`config.mk`:
```
export PLATFORM = sky130hd
export DESIGN_NAME = alu_mdu_ctrl_flat
export DESIGN_NICKNAME = d
export VERILOG_FILES = /design/src/rtl/alu_pkg.sv /design/src/rtl/alu_mdu_ctrl_if.sv /design/src/rtl/md_iter.sv /design/src/rtl/alu_mdu_ctrl.sv /design/src/flat_wrapper.sv
export SDC_FILE = /design/constraint.sdc
export NUM_CORES = 1
export LEC_CHECK = 0
export BUFFER_PORTS_ARGS = -buffer_cell sky130_fd_sc_hd__buf_2
export CAP_MARGIN = 5
export CORE_MARGIN = 5
export CORE_UTILIZATION = 25
export CTS_CLUSTER_DIAMETER = 100
export DETAILED_ROUTE_END_ITERATION = 10
export GPL_ROUTABILITY_DRIVEN = 0
export MAX_ROUTING_LAYER = met4
export PLACE_DENSITY = 0.5
export SLEW_MARGIN = 30
export SYNTH_ARGS = -nofsm -noshare
export SYNTH_HDL_FRONTEND = slang
export SYNTH_SLANG_ARGS = --single-unit
```
`constraint.sdc`:
```
create_clock -name clk -period 4.35 [get_ports clk]
set_input_delay 0.6525 -clock clk [delete_from_list [all_inputs] [get_ports clk]]
set_output_delay 0.6525 -clock clk [all_outputs]
set_load 0.01 [all_outputs]
```
`src/rtl/alu_pkg.sv`:
```
// Shared encodings for the ALU control / multiply-divide slice: aluop codes,
// R-type funct values, aluctl codes and the MDU state type.
package alu_pkg;

  typedef enum logic [2:0] {
    AOP_ADD   = 3'b000,
    AOP_SUB   = 3'b001,
    AOP_RTYPE = 3'b010,
    AOP_AND   = 3'b011,
    AOP_OR    = 3'b100,
    AOP_SLT   = 3'b101,
    AOP_XOR   = 3'b110,
    AOP_LUI   = 3'b111
  } aluop_t;

  localparam int unsigned F_MFHI  = 16;
  localparam int unsigned F_MTHI  = 17;
  localparam int unsigned F_MFLO  = 18;
  localparam int unsigned F_MTLO  = 19;
  localparam int unsigned F_MULT  = 24;
  localparam int unsigned F_MULTU = 25;
  localparam int unsigned F_DIV   = 26;
  localparam int unsigned F_DIVU  = 27;
  localparam int unsigned F_ADD   = 32;
  localparam int unsigned F_ADDU  = 33;
  localparam int unsigned F_SUB   = 34;
  localparam int unsigned F_SUBU  = 35;
  localparam int unsigned F_AND   = 36;
  localparam int unsigned F_OR    = 37;
  localparam int unsigned F_XOR   = 38;
  localparam int unsigned F_NOR   = 39;
  localparam int unsigned F_SLT   = 42;
  localparam int unsigned F_SLTU  = 43;

  localparam logic [3:0] AC_AND  = 4'b0000;
  localparam logic [3:0] AC_OR   = 4'b0001;
  localparam logic [3:0] AC_ADD  = 4'b0010;
  localparam logic [3:0] AC_XOR  = 4'b0011;
  localparam logic [3:0] AC_SUB  = 4'b0110;
  localparam logic [3:0] AC_SLT  = 4'b0111;
  localparam logic [3:0] AC_SLTU = 4'b1000;
  localparam logic [3:0] AC_NOR  = 4'b1100;
  localparam logic [3:0] AC_LUI  = 4'b1101;
  localparam logic [3:0] AC_BAD  = 4'b1111;

  typedef enum logic [1:0] {
    MD_IDLE,
    MD_RUN,
    MD_SIGN
  } md_state_t;

  function automatic logic is_mdu_funct(input int unsigned f);
    return (f >= F_MULT) && (f <= F_DIVU);
  endfunction

endpackage

```
`src/rtl/alu_mdu_ctrl_if.sv`:
```
// Control-FSM <-> ALU-control/MDU bundle; master is the control FSM side.
interface alu_mdu_ctrl_if #(
  parameter int unsigned WIDTH    = 32,
  parameter int unsigned ALUCTL_W = 4,
  parameter int unsigned FUNCT_W  = 6
);
  logic [2:0]          aluop;
  logic [FUNCT_W-1:0]  func;
  logic                md_start;
  logic [WIDTH-1:0]    rs_val;
  logic [WIDTH-1:0]    rt_val;
  logic [ALUCTL_W-1:0] aluctl;
  logic                illegal;
  logic [1:0]          hilo_rd;
  logic                md_stall;
  logic                md_busy;
  logic                md_done;
  logic [WIDTH-1:0]    hi;
  logic [WIDTH-1:0]    lo;

  modport master (
    output aluop, func, md_start, rs_val, rt_val,
    input  aluctl, illegal, hilo_rd, md_stall, md_busy, md_done, hi, lo
  );

  modport slave (
    input  aluop, func, md_start, rs_val, rt_val,
    output aluctl, illegal, hilo_rd, md_stall, md_busy, md_done, hi, lo
  );
endinterface

```
`src/rtl/md_iter.sv`:
```
// Iterative unsigned datapath: shift-add multiplier / restoring divider sharing
// one 2*WIDTH accumulator ({hi_part, lo_part}).
module md_iter #(
  parameter int unsigned WIDTH = 32
) (
  input  logic               clk,
  input  logic               reset,
  input  logic               load,
  input  logic               step,
  input  logic               is_div,
  input  logic [WIDTH-1:0]   a,
  input  logic [WIDTH-1:0]   b,
  output logic [2*WIDTH-1:0] acc
);
  logic [2*WIDTH-1:0] acc_r;
  logic [WIDTH-1:0]   b_r;
  logic               div_r;
  logic [WIDTH-1:0]   hi_part;
  logic [WIDTH:0]     add_sum;
  logic [WIDTH:0]     rem_sh;
  logic               ge;
  logic [WIDTH-1:0]   rem_nx;

  assign hi_part = acc_r[2*WIDTH-1:WIDTH];
  assign add_sum = {1'b0, hi_part} + (acc_r[0] ? {1'b0, b_r} : '0);
  // rem_sh < 2*divisor, so the post-subtract remainder always fits WIDTH bits
  assign rem_sh  = {hi_part, acc_r[WIDTH-1]};
  assign ge      = rem_sh >= {1'b0, b_r};
  assign rem_nx  = ge ? WIDTH'(rem_sh - {1'b0, b_r}) : rem_sh[WIDTH-1:0];
  assign acc     = acc_r;

  always_ff @(posedge clk) begin
    if (reset) begin
      acc_r <= '0;
      b_r   <= '0;
      div_r <= 1'b0;
    end else if (load) begin
      acc_r <= {{WIDTH{1'b0}}, a};
      b_r   <= b;
      div_r <= is_div;
    end else if (step) begin
      if (div_r) acc_r <= {rem_nx, acc_r[WIDTH-2:0], ge};
      else       acc_r <= {add_sum, acc_r[WIDTH-1:1]};
    end
  end
endmodule

```
`src/rtl/alu_mdu_ctrl.sv`:
```
// ALU control decode plus iterative mult/div unit owning HI/LO.
// Build option: define MTHILO_EN to enable mthi/mtlo (funct 17/19).
module alu_mdu_ctrl
  import alu_pkg::*;
#(
  parameter int unsigned WIDTH    = 32,
  parameter int unsigned ALUCTL_W = 4,
  parameter int unsigned FUNCT_W  = 6
) (
  input logic           clk,
  input logic           reset,
  alu_mdu_ctrl_if.slave bus
);
  localparam int unsigned CNT_W = $clog2(WIDTH);

  aluop_t             op;
  logic [FUNCT_W-1:0] fn;
  int unsigned        f;
  logic [3:0]         aluctl_c;
  logic               illegal_c;
  logic               rtype, mfhi, mflo, mdu_op, mt_op, busy, issue;
  logic               is_div_op, is_signed, div0;
  logic [WIDTH-1:0]   mag_a, mag_b;

  md_state_t          state;
  logic [CNT_W-1:0]   cnt;
  logic               div_r, neg_res, neg_rem, dz, done_r;
  logic [WIDTH-1:0]   a_raw, hi_r, lo_r;
  logic [2*WIDTH-1:0] acc, prod_fix;
  logic [WIDTH-1:0]   quo_fix, rem_fix;

  assign op    = aluop_t'(bus.aluop);
  assign fn    = bus.func;
  assign f     = 32'(fn);
  assign rtype = (op == AOP_RTYPE);

  always_comb begin
    aluctl_c  = AC_BAD;
    illegal_c = 1'b0;
    case (op)
      AOP_ADD: aluctl_c = AC_ADD;
      AOP_SUB: aluctl_c = AC_SUB;
      AOP_AND: aluctl_c = AC_AND;
      AOP_OR:  aluctl_c = AC_OR;
      AOP_SLT: aluctl_c = AC_SLT;
      AOP_XOR: aluctl_c = AC_XOR;
      AOP_LUI: aluctl_c = AC_LUI;
      AOP_RTYPE: begin
        case (f)
          F_ADD, F_ADDU: aluctl_c = AC_ADD;
          F_SUB, F_SUBU: aluctl_c = AC_SUB;
          F_AND:         aluctl_c = AC_AND;
          F_OR:          aluctl_c = AC_OR;
          F_XOR:         aluctl_c = AC_XOR;
          F_NOR:         aluctl_c = AC_NOR;
          F_SLT:         aluctl_c = AC_SLT;
          F_SLTU:        aluctl_c = AC_SLTU;
          F_MFHI, F_MFLO, F_MULT, F_MULTU, F_DIV, F_DIVU: aluctl_c = AC_ADD;
`ifdef MTHILO_EN
          F_MTHI, F_MTLO: aluctl_c = AC_ADD;
`endif
          default:       illegal_c = 1'b1;
        endcase
      end
      default: aluctl_c = AC_BAD;
    endcase
  end

  assign mfhi   = rtype && (f == F_MFHI);
  assign mflo   = rtype && (f == F_MFLO);
  assign mdu_op = rtype && is_mdu_funct(f);
`ifdef MTHILO_EN
  assign mt_op  = rtype && ((f == F_MTHI) || (f == F_MTLO));
`else
  assign mt_op  = 1'b0;
`endif
  assign busy   = (state != MD_IDLE);
  assign issue  = bus.md_start && mdu_op && !busy;

  // funct 24..27: bit1 selects divide, bit0 selects unsigned
  assign is_div_op = fn[1];
  assign is_signed = !fn[0];
  assign div0      = is_div_op && (bus.rt_val == '0);
  assign mag_a     = (is_signed && bus.rs_val[WIDTH-1]) ? -bus.rs_val : bus.rs_val;
  assign mag_b     = (is_signed && bus.rt_val[WIDTH-1]) ? -bus.rt_val : bus.rt_val;

  md_iter #(.WIDTH(WIDTH)) u_iter (
    .clk    (clk),
    .reset  (reset),
    .load   (issue),
    .step   (state == MD_RUN),
    .is_div (is_div_op),
    .a      (mag_a),
    .b      (mag_b),
    .acc    (acc)
  );

  assign prod_fix = neg_res ? -acc : acc;
  assign quo_fix  = neg_res ? -acc[WIDTH-1:0] : acc[WIDTH-1:0];
  assign rem_fix  = neg_rem ? -acc[2*WIDTH-1:WIDTH] : acc[2*WIDTH-1:WIDTH];

  always_ff @(posedge clk) begin
    if (reset) begin
      state   <= MD_IDLE;
      cnt     <= '0;
      div_r   <= 1'b0;
      neg_res <= 1'b0;
      neg_rem <= 1'b0;
      dz      <= 1'b0;
      a_raw   <= '0;
      hi_r    <= '0;
      lo_r    <= '0;
      done_r  <= 1'b0;
    end else begin
      done_r <= 1'b0;
      case (state)
        MD_IDLE: begin
          if (issue) begin
            div_r   <= is_div_op;
            neg_res <= is_signed && (bus.rs_val[WIDTH-1] ^ bus.rt_val[WIDTH-1]);
            neg_rem <= is_signed && bus.rs_val[WIDTH-1];
            dz      <= div0;
            a_raw   <= bus.rs_val;
            cnt     <= '0;
            state   <= div0 ? MD_SIGN : MD_RUN;
          end
`ifdef MTHILO_EN
          else if (bus.md_start && mt_op) begin
            if (f == F_MTHI) hi_r <= bus.rs_val;
            else             lo_r <= bus.rs_val;
          end
`endif
        end
        MD_RUN: begin
          cnt <= cnt + CNT_W'(1);
          if (cnt == CNT_W'(WIDTH - 1)) state <= MD_SIGN;
        end
        MD_SIGN: begin
          if (dz) begin
            hi_r <= a_raw;
            lo_r <= '1;
          end else if (div_r) begin
            hi_r <= rem_fix;
            lo_r <= quo_fix;
          end else begin
            {hi_r, lo_r} <= prod_fix;
          end
          done_r <= 1'b1;
          state  <= MD_IDLE;
        end
        default: state <= MD_IDLE;
      endcase
    end
  end

  assign bus.aluctl   = ALUCTL_W'(aluctl_c);
  assign bus.illegal  = illegal_c;
  assign bus.hilo_rd  = {mfhi, mflo};
  assign bus.md_stall = busy && ((bus.md_start && mdu_op) || mfhi || mflo || mt_op);
  assign bus.md_busy  = busy;
  assign bus.md_done  = done_r;
  assign bus.hi       = hi_r;
  assign bus.lo       = lo_r;
endmodule
```
`src/flat_wrapper.sv`:
```
// flat-port wrapper written by rule: the top's interface ports become plain ports
module alu_mdu_ctrl_flat import alu_pkg::*;
#(
  parameter int unsigned WIDTH    = 32,
  parameter int unsigned ALUCTL_W = 4,
  parameter int unsigned FUNCT_W  = 6
)
  (clk, reset, bus_aluop, bus_func, bus_md_start, bus_rs_val, bus_rt_val, bus_aluctl, bus_illegal, bus_hilo_rd, bus_md_stall, bus_md_busy, bus_md_done, bus_hi, bus_lo);
  alu_mdu_ctrl_if #(.WIDTH(WIDTH), .ALUCTL_W(ALUCTL_W), .FUNCT_W(FUNCT_W)) bus_i ();
  input logic clk;
  input logic reset;
  input wire logic [$bits(bus_i.aluop)-1:0] bus_aluop;
  input wire logic [$bits(bus_i.func)-1:0] bus_func;
  input wire logic [$bits(bus_i.md_start)-1:0] bus_md_start;
  input wire logic [$bits(bus_i.rs_val)-1:0] bus_rs_val;
  input wire logic [$bits(bus_i.rt_val)-1:0] bus_rt_val;
  output wire logic [$bits(bus_i.aluctl)-1:0] bus_aluctl;
  output wire logic [$bits(bus_i.illegal)-1:0] bus_illegal;
  output wire logic [$bits(bus_i.hilo_rd)-1:0] bus_hilo_rd;
  output wire logic [$bits(bus_i.md_stall)-1:0] bus_md_stall;
  output wire logic [$bits(bus_i.md_busy)-1:0] bus_md_busy;
  output wire logic [$bits(bus_i.md_done)-1:0] bus_md_done;
  output wire logic [$bits(bus_i.hi)-1:0] bus_hi;
  output wire logic [$bits(bus_i.lo)-1:0] bus_lo;
  assign bus_i.aluop = bus_aluop;
  assign bus_i.func = bus_func;
  assign bus_i.md_start = bus_md_start;
  assign bus_i.rs_val = bus_rs_val;
  assign bus_i.rt_val = bus_rt_val;
  assign bus_aluctl = bus_i.aluctl;
  assign bus_illegal = bus_i.illegal;
  assign bus_hilo_rd = bus_i.hilo_rd;
  assign bus_md_stall = bus_i.md_stall;
  assign bus_md_busy = bus_i.md_busy;
  assign bus_md_done = bus_i.md_done;
  assign bus_hi = bus_i.hi;
  assign bus_lo = bus_i.lo;
  alu_mdu_ctrl #(.WIDTH(WIDTH), .ALUCTL_W(ALUCTL_W), .FUNCT_W(FUNCT_W)) u_core (.clk(clk), .reset(reset), .bus(bus_i));
endmodule
```
==> impl_results.md <==
* Synth Instances at 2043
* Top Ports at 150
* Number of max-cap violations at 0
* Commonest cells after routing, fill and taps aside: sky130_fd_sc_hd__nor2_1 (265), sky130_fd_sc_hd__nand2_1 (215), sky130_fd_sc_hd__dfxtp_1 (203)
* Row count at 90
* Total number of H-tree levels at 1
* Count of distinct cell types in the synthesized netlist at 88
* Cell type with the largest total area after synthesis: sky130_fd_sc_hd__dfxtp_1
* Run status: finished, final reports clean
* Clock root buffer: sky130_fd_sc_hd__clkbuf_16
* Via count of the routed design at 15630
* Count of TritonRoute iterations in the first routing pass at 5
* Maximum clock frequency at 263.2 MHz
* Pins Over Slew Limit at 0
* Maximum fanout along the worst path at 11
* Drt first-iter violations at 1052
* Crit Path Category: flip-flop to flip-flop
* Number of buffers added by the clock tree synthesis step at 28
* Critical Path Start Type: flip-flop
* Chip width at 257.0 um
* Cell count of the worst hold path at 3
* Commonest non-fill, non-tap cell in the layout: sky130_fd_sc_hd__nor2_1
* Synth Warn # at 0
* Average via count per standard cell at 5.316
* Normalized max-slew margin at 0.3505
* Hold Crit Start: bus_rt_val[0]
* TritonCTS clock tree: yes
* Netlist Area Pre-Place at 0.01525 mm2
* Category of the worst setup path capture point: flip-flop
* Global Route met3 Usage at 0.02098
* Total of flip-flops plus latches after synthesis at 205
* Global routing usage on met2 at 0.2674
* Synthesized net count at 2191
* Clock latency on the worst-skew pair at 560 ps
* Number of buffers inserted by post-CTS setup repair at 0
* Start of the worst register-to-register path: u_core.u_iter.acc[0]
* Most used flip-flop cell after synthesis: sky130_fd_sc_hd__dfxtp_1
* Vias in the first global route at 14750
* Post-detailed-route wirelength per cell at 19.50 um
* Total Wirelength at 57.36 mm
* Total design power at 5.137 mW
* Clock buffer depth at 3
* Share of Yosys cell area claimed by the top area cell type at 0.2692
* Class of the tightest hold or removal check: primary input to flip-flop
* Skew final at 18.96 ps
* Clock transition at the register clock pins on the worst setup and hold paths after CTS at 60 ps
* DRC errors left at 0
* Largest net degree at the start of global routing at 70
* Final core utilization at 0.2967
* Final number of setup-violating endpoints at 0
* Endpoint with the worst hold slack: u_core.u_iter.b_r[0]
* Post-CTS resize count at 0
* RSZ-0062 raised after global routing: no
* Final total negative setup slack at 0 ps
* Number of I/O port buffers at 149
* Layout overhead on the synthesized area at 17.46%
* Worst r2r dst: u_core.u_iter.acc[55]
* Full die area at 0.06602 mm2
* Wire length of the first global-routing pass at 87.42 mm
* Sum of overflow across all layers after global routing at 0
* Avg Cell Area, Syn at 7.462 um2
* Core outline area at 0.06036 mm2
* Transition time at the pin with the least slew margin at 973.3 ps
* Quantity of hold-fixing buffers added after cts at 0
* Half-perimeter wire length after placement at 44.11 mm
* Initial antenna violation count at 3
* Pwr dens at 286.9 mW/mm2
* Met1 usage at 0.2276
* NumNets Final at 2282
* CP max-delay cell: sky130_fd_sc_hd__or3b_2
* Most used routing layer: met2
* Share of the yosys chip area belonging to registers at 0.2692
* Required arrival time at the worst endpoint at 4780 ps
* Number of routed nets with antenna violations at 0
* Number of hold-slack violations in the final timing report at 0
* Overall track demand over capacity in global routing at 0.1681
* FFs w/ async S/R, synth at 0
* Reg2Reg Depth at 14
* Shortest clock period the worst path allows after layout at 3800 ps
* WP data arrival at 4230 ps
* Peak per-stage delay on the critical path at 460 ps
* Starting Density at 0.2526
* Die height at 257.0 um
* Final worst path period share at 0.8735
* Leakage power total at 7.010 nW
* Cell class contributing the biggest share of worst-path delay: compound AO/OA/AOI/OAI gates
* Clk sinks at 205
* Number of buffers and inverters on the critical path at 3
* Number of enable-type register cells in the synthesized netlist at 0
* Fraction of layout instances using a drive strength above 1 at 0.1415
* Most area-consuming cells after synthesis: sky130_fd_sc_hd__dfxtp_1 (27%), sky130_fd_sc_hd__nor2_1 (6.6%), sky130_fd_sc_hd__a21oi_1 (6.1%), sky130_fd_sc_hd__xnor2_1 (6.0%), sky130_fd_sc_hd__ha_1 (5.7%)
* Largest voltage drop on the vdd net at 0.2706 mV
* Crit-path cells: inv_1 > buf_4 > nor2_1 > ha_1 > a21oi_1 > o211ai_1 > a311oi_1 > buf_4 > nor3_1 > nor3_1 > or3b_2 > mux2i_1 > a2111oi_0 > a21oi_1
* Slack of the worst reg-to-reg path at 550 ps
-- per-stage QoR --
step | area, um2 | std cells | worst slack, ps | hold WS (ps)
after floorplan | 15250 | 2043 | 1122 | 431.1
after global placement | 16760 | 2886 | 671.0 | 437.4
after detailed placement | 16770 | 2886 | 625.1 | 444.5
after CTS | 17900 | 2938 | 606.5 | 347.8
after global routing | 17910 | 2941 | 284.7 | 372.9
final | 17910 | 2941 | 550.2 | 380.2
-- registers in the layout (all words and copies together) (netlist names) --
name                 count
u_core.neg_rem           1
u_core.neg_res           1
u_core.bus.hi           32
u_core.bus.lo           32
u_core.u_iter.acc       64
u_core.bus.md_done       1
u_core.cnt               5
u_core.div_r             1
u_core.dz                1
u_core.u_iter.b_r       32
u_core.u_iter.div_r      1
u_core.state             2
u_core.a_raw            32
-- kinds of logic after synthesis --
family,Yosys count,share of synthesized area
compound gates,616,0.2578
flops,205,0.2692
buf+inv,199,0.05671
xor+xnor,164,0.09421
simple gates,722,0.2179
mux,65,0.04415
fa+ha+maj,72,0.06007
-- where the power goes --
part	switching (mW)	total [mW]	internal, mW
sequential	0.00603	1.89	1.88
clock	0.941	2.80	1.86
combinational	0.278	0.449	0.172
-- layer usage --
| metal | wire length, um | vias to the layer above |
|---|---|---|
| met5 | 0 | - |
| met4 | 1527 | 0 |
| met3 | 3441 | 87 |
| met2 | 25940 | 577 |
| met1 | 26450 | 7398 |
| li1 | - | 7572 |
-- tightest hold or removal path, delay by kind of cell --
kind / cells / cell delay (ps)
AND/OR/NAND/NOR: 1 / 60
buffers and inverters: 1 / 130
AO/OA/AOI/OAI: 1 / 50
-- cell type report --
type / count / area (um2)
Clock buffer: 35 / 778.2
Timing Repair Buffer: 200 / 1144
Clock inverter: 17 / 354.1
Tap cell: 782 / 978.4
Multi-Input combinational cell: 1639 / 10310
Antenna cell: 3 / 7.507
Fill cell: 6577 / 42450
Inverter: 60 / 225.2
Sequential cell: 205 / 4106
-- Yosys cell counts, drive strengths merged, types with 24 or more instances --
master  count
a211oi     70
a21oi     185
a31oi      27
clkbuf    117
dfxtp     205
ha         70
inv        58
mux2i      47
nand2     216
nand3      25
nor2      267
nor3       57
nor4       24
o21ai     127
o22ai      32
o31ai      28
xnor2     105
xor2       59
-- worst max path at each step --
stage | from | end | slack, ps | cells after the start
after floorplan | u_core.u_iter.acc[43] | u_core.u_iter.acc[33] | 1120 | 12
after global placement | u_core.u_iter.acc[42] | u_core.u_iter.acc[60] | 670 | 11
after detailed placement | u_core.u_iter.acc[32] | u_core.bus.hi[22] | 630 | 11
after CTS | u_core.u_iter.acc[0] | u_core.u_iter.acc[60] | 610 | 13
after global routing | u_core.u_iter.acc[0] | u_core.u_iter.acc[60] | 280 | 13
final | u_core.u_iter.acc[0] | u_core.u_iter.acc[55] | 550 | 14
No activity file was read; power rests on OpenSTA's default activity.
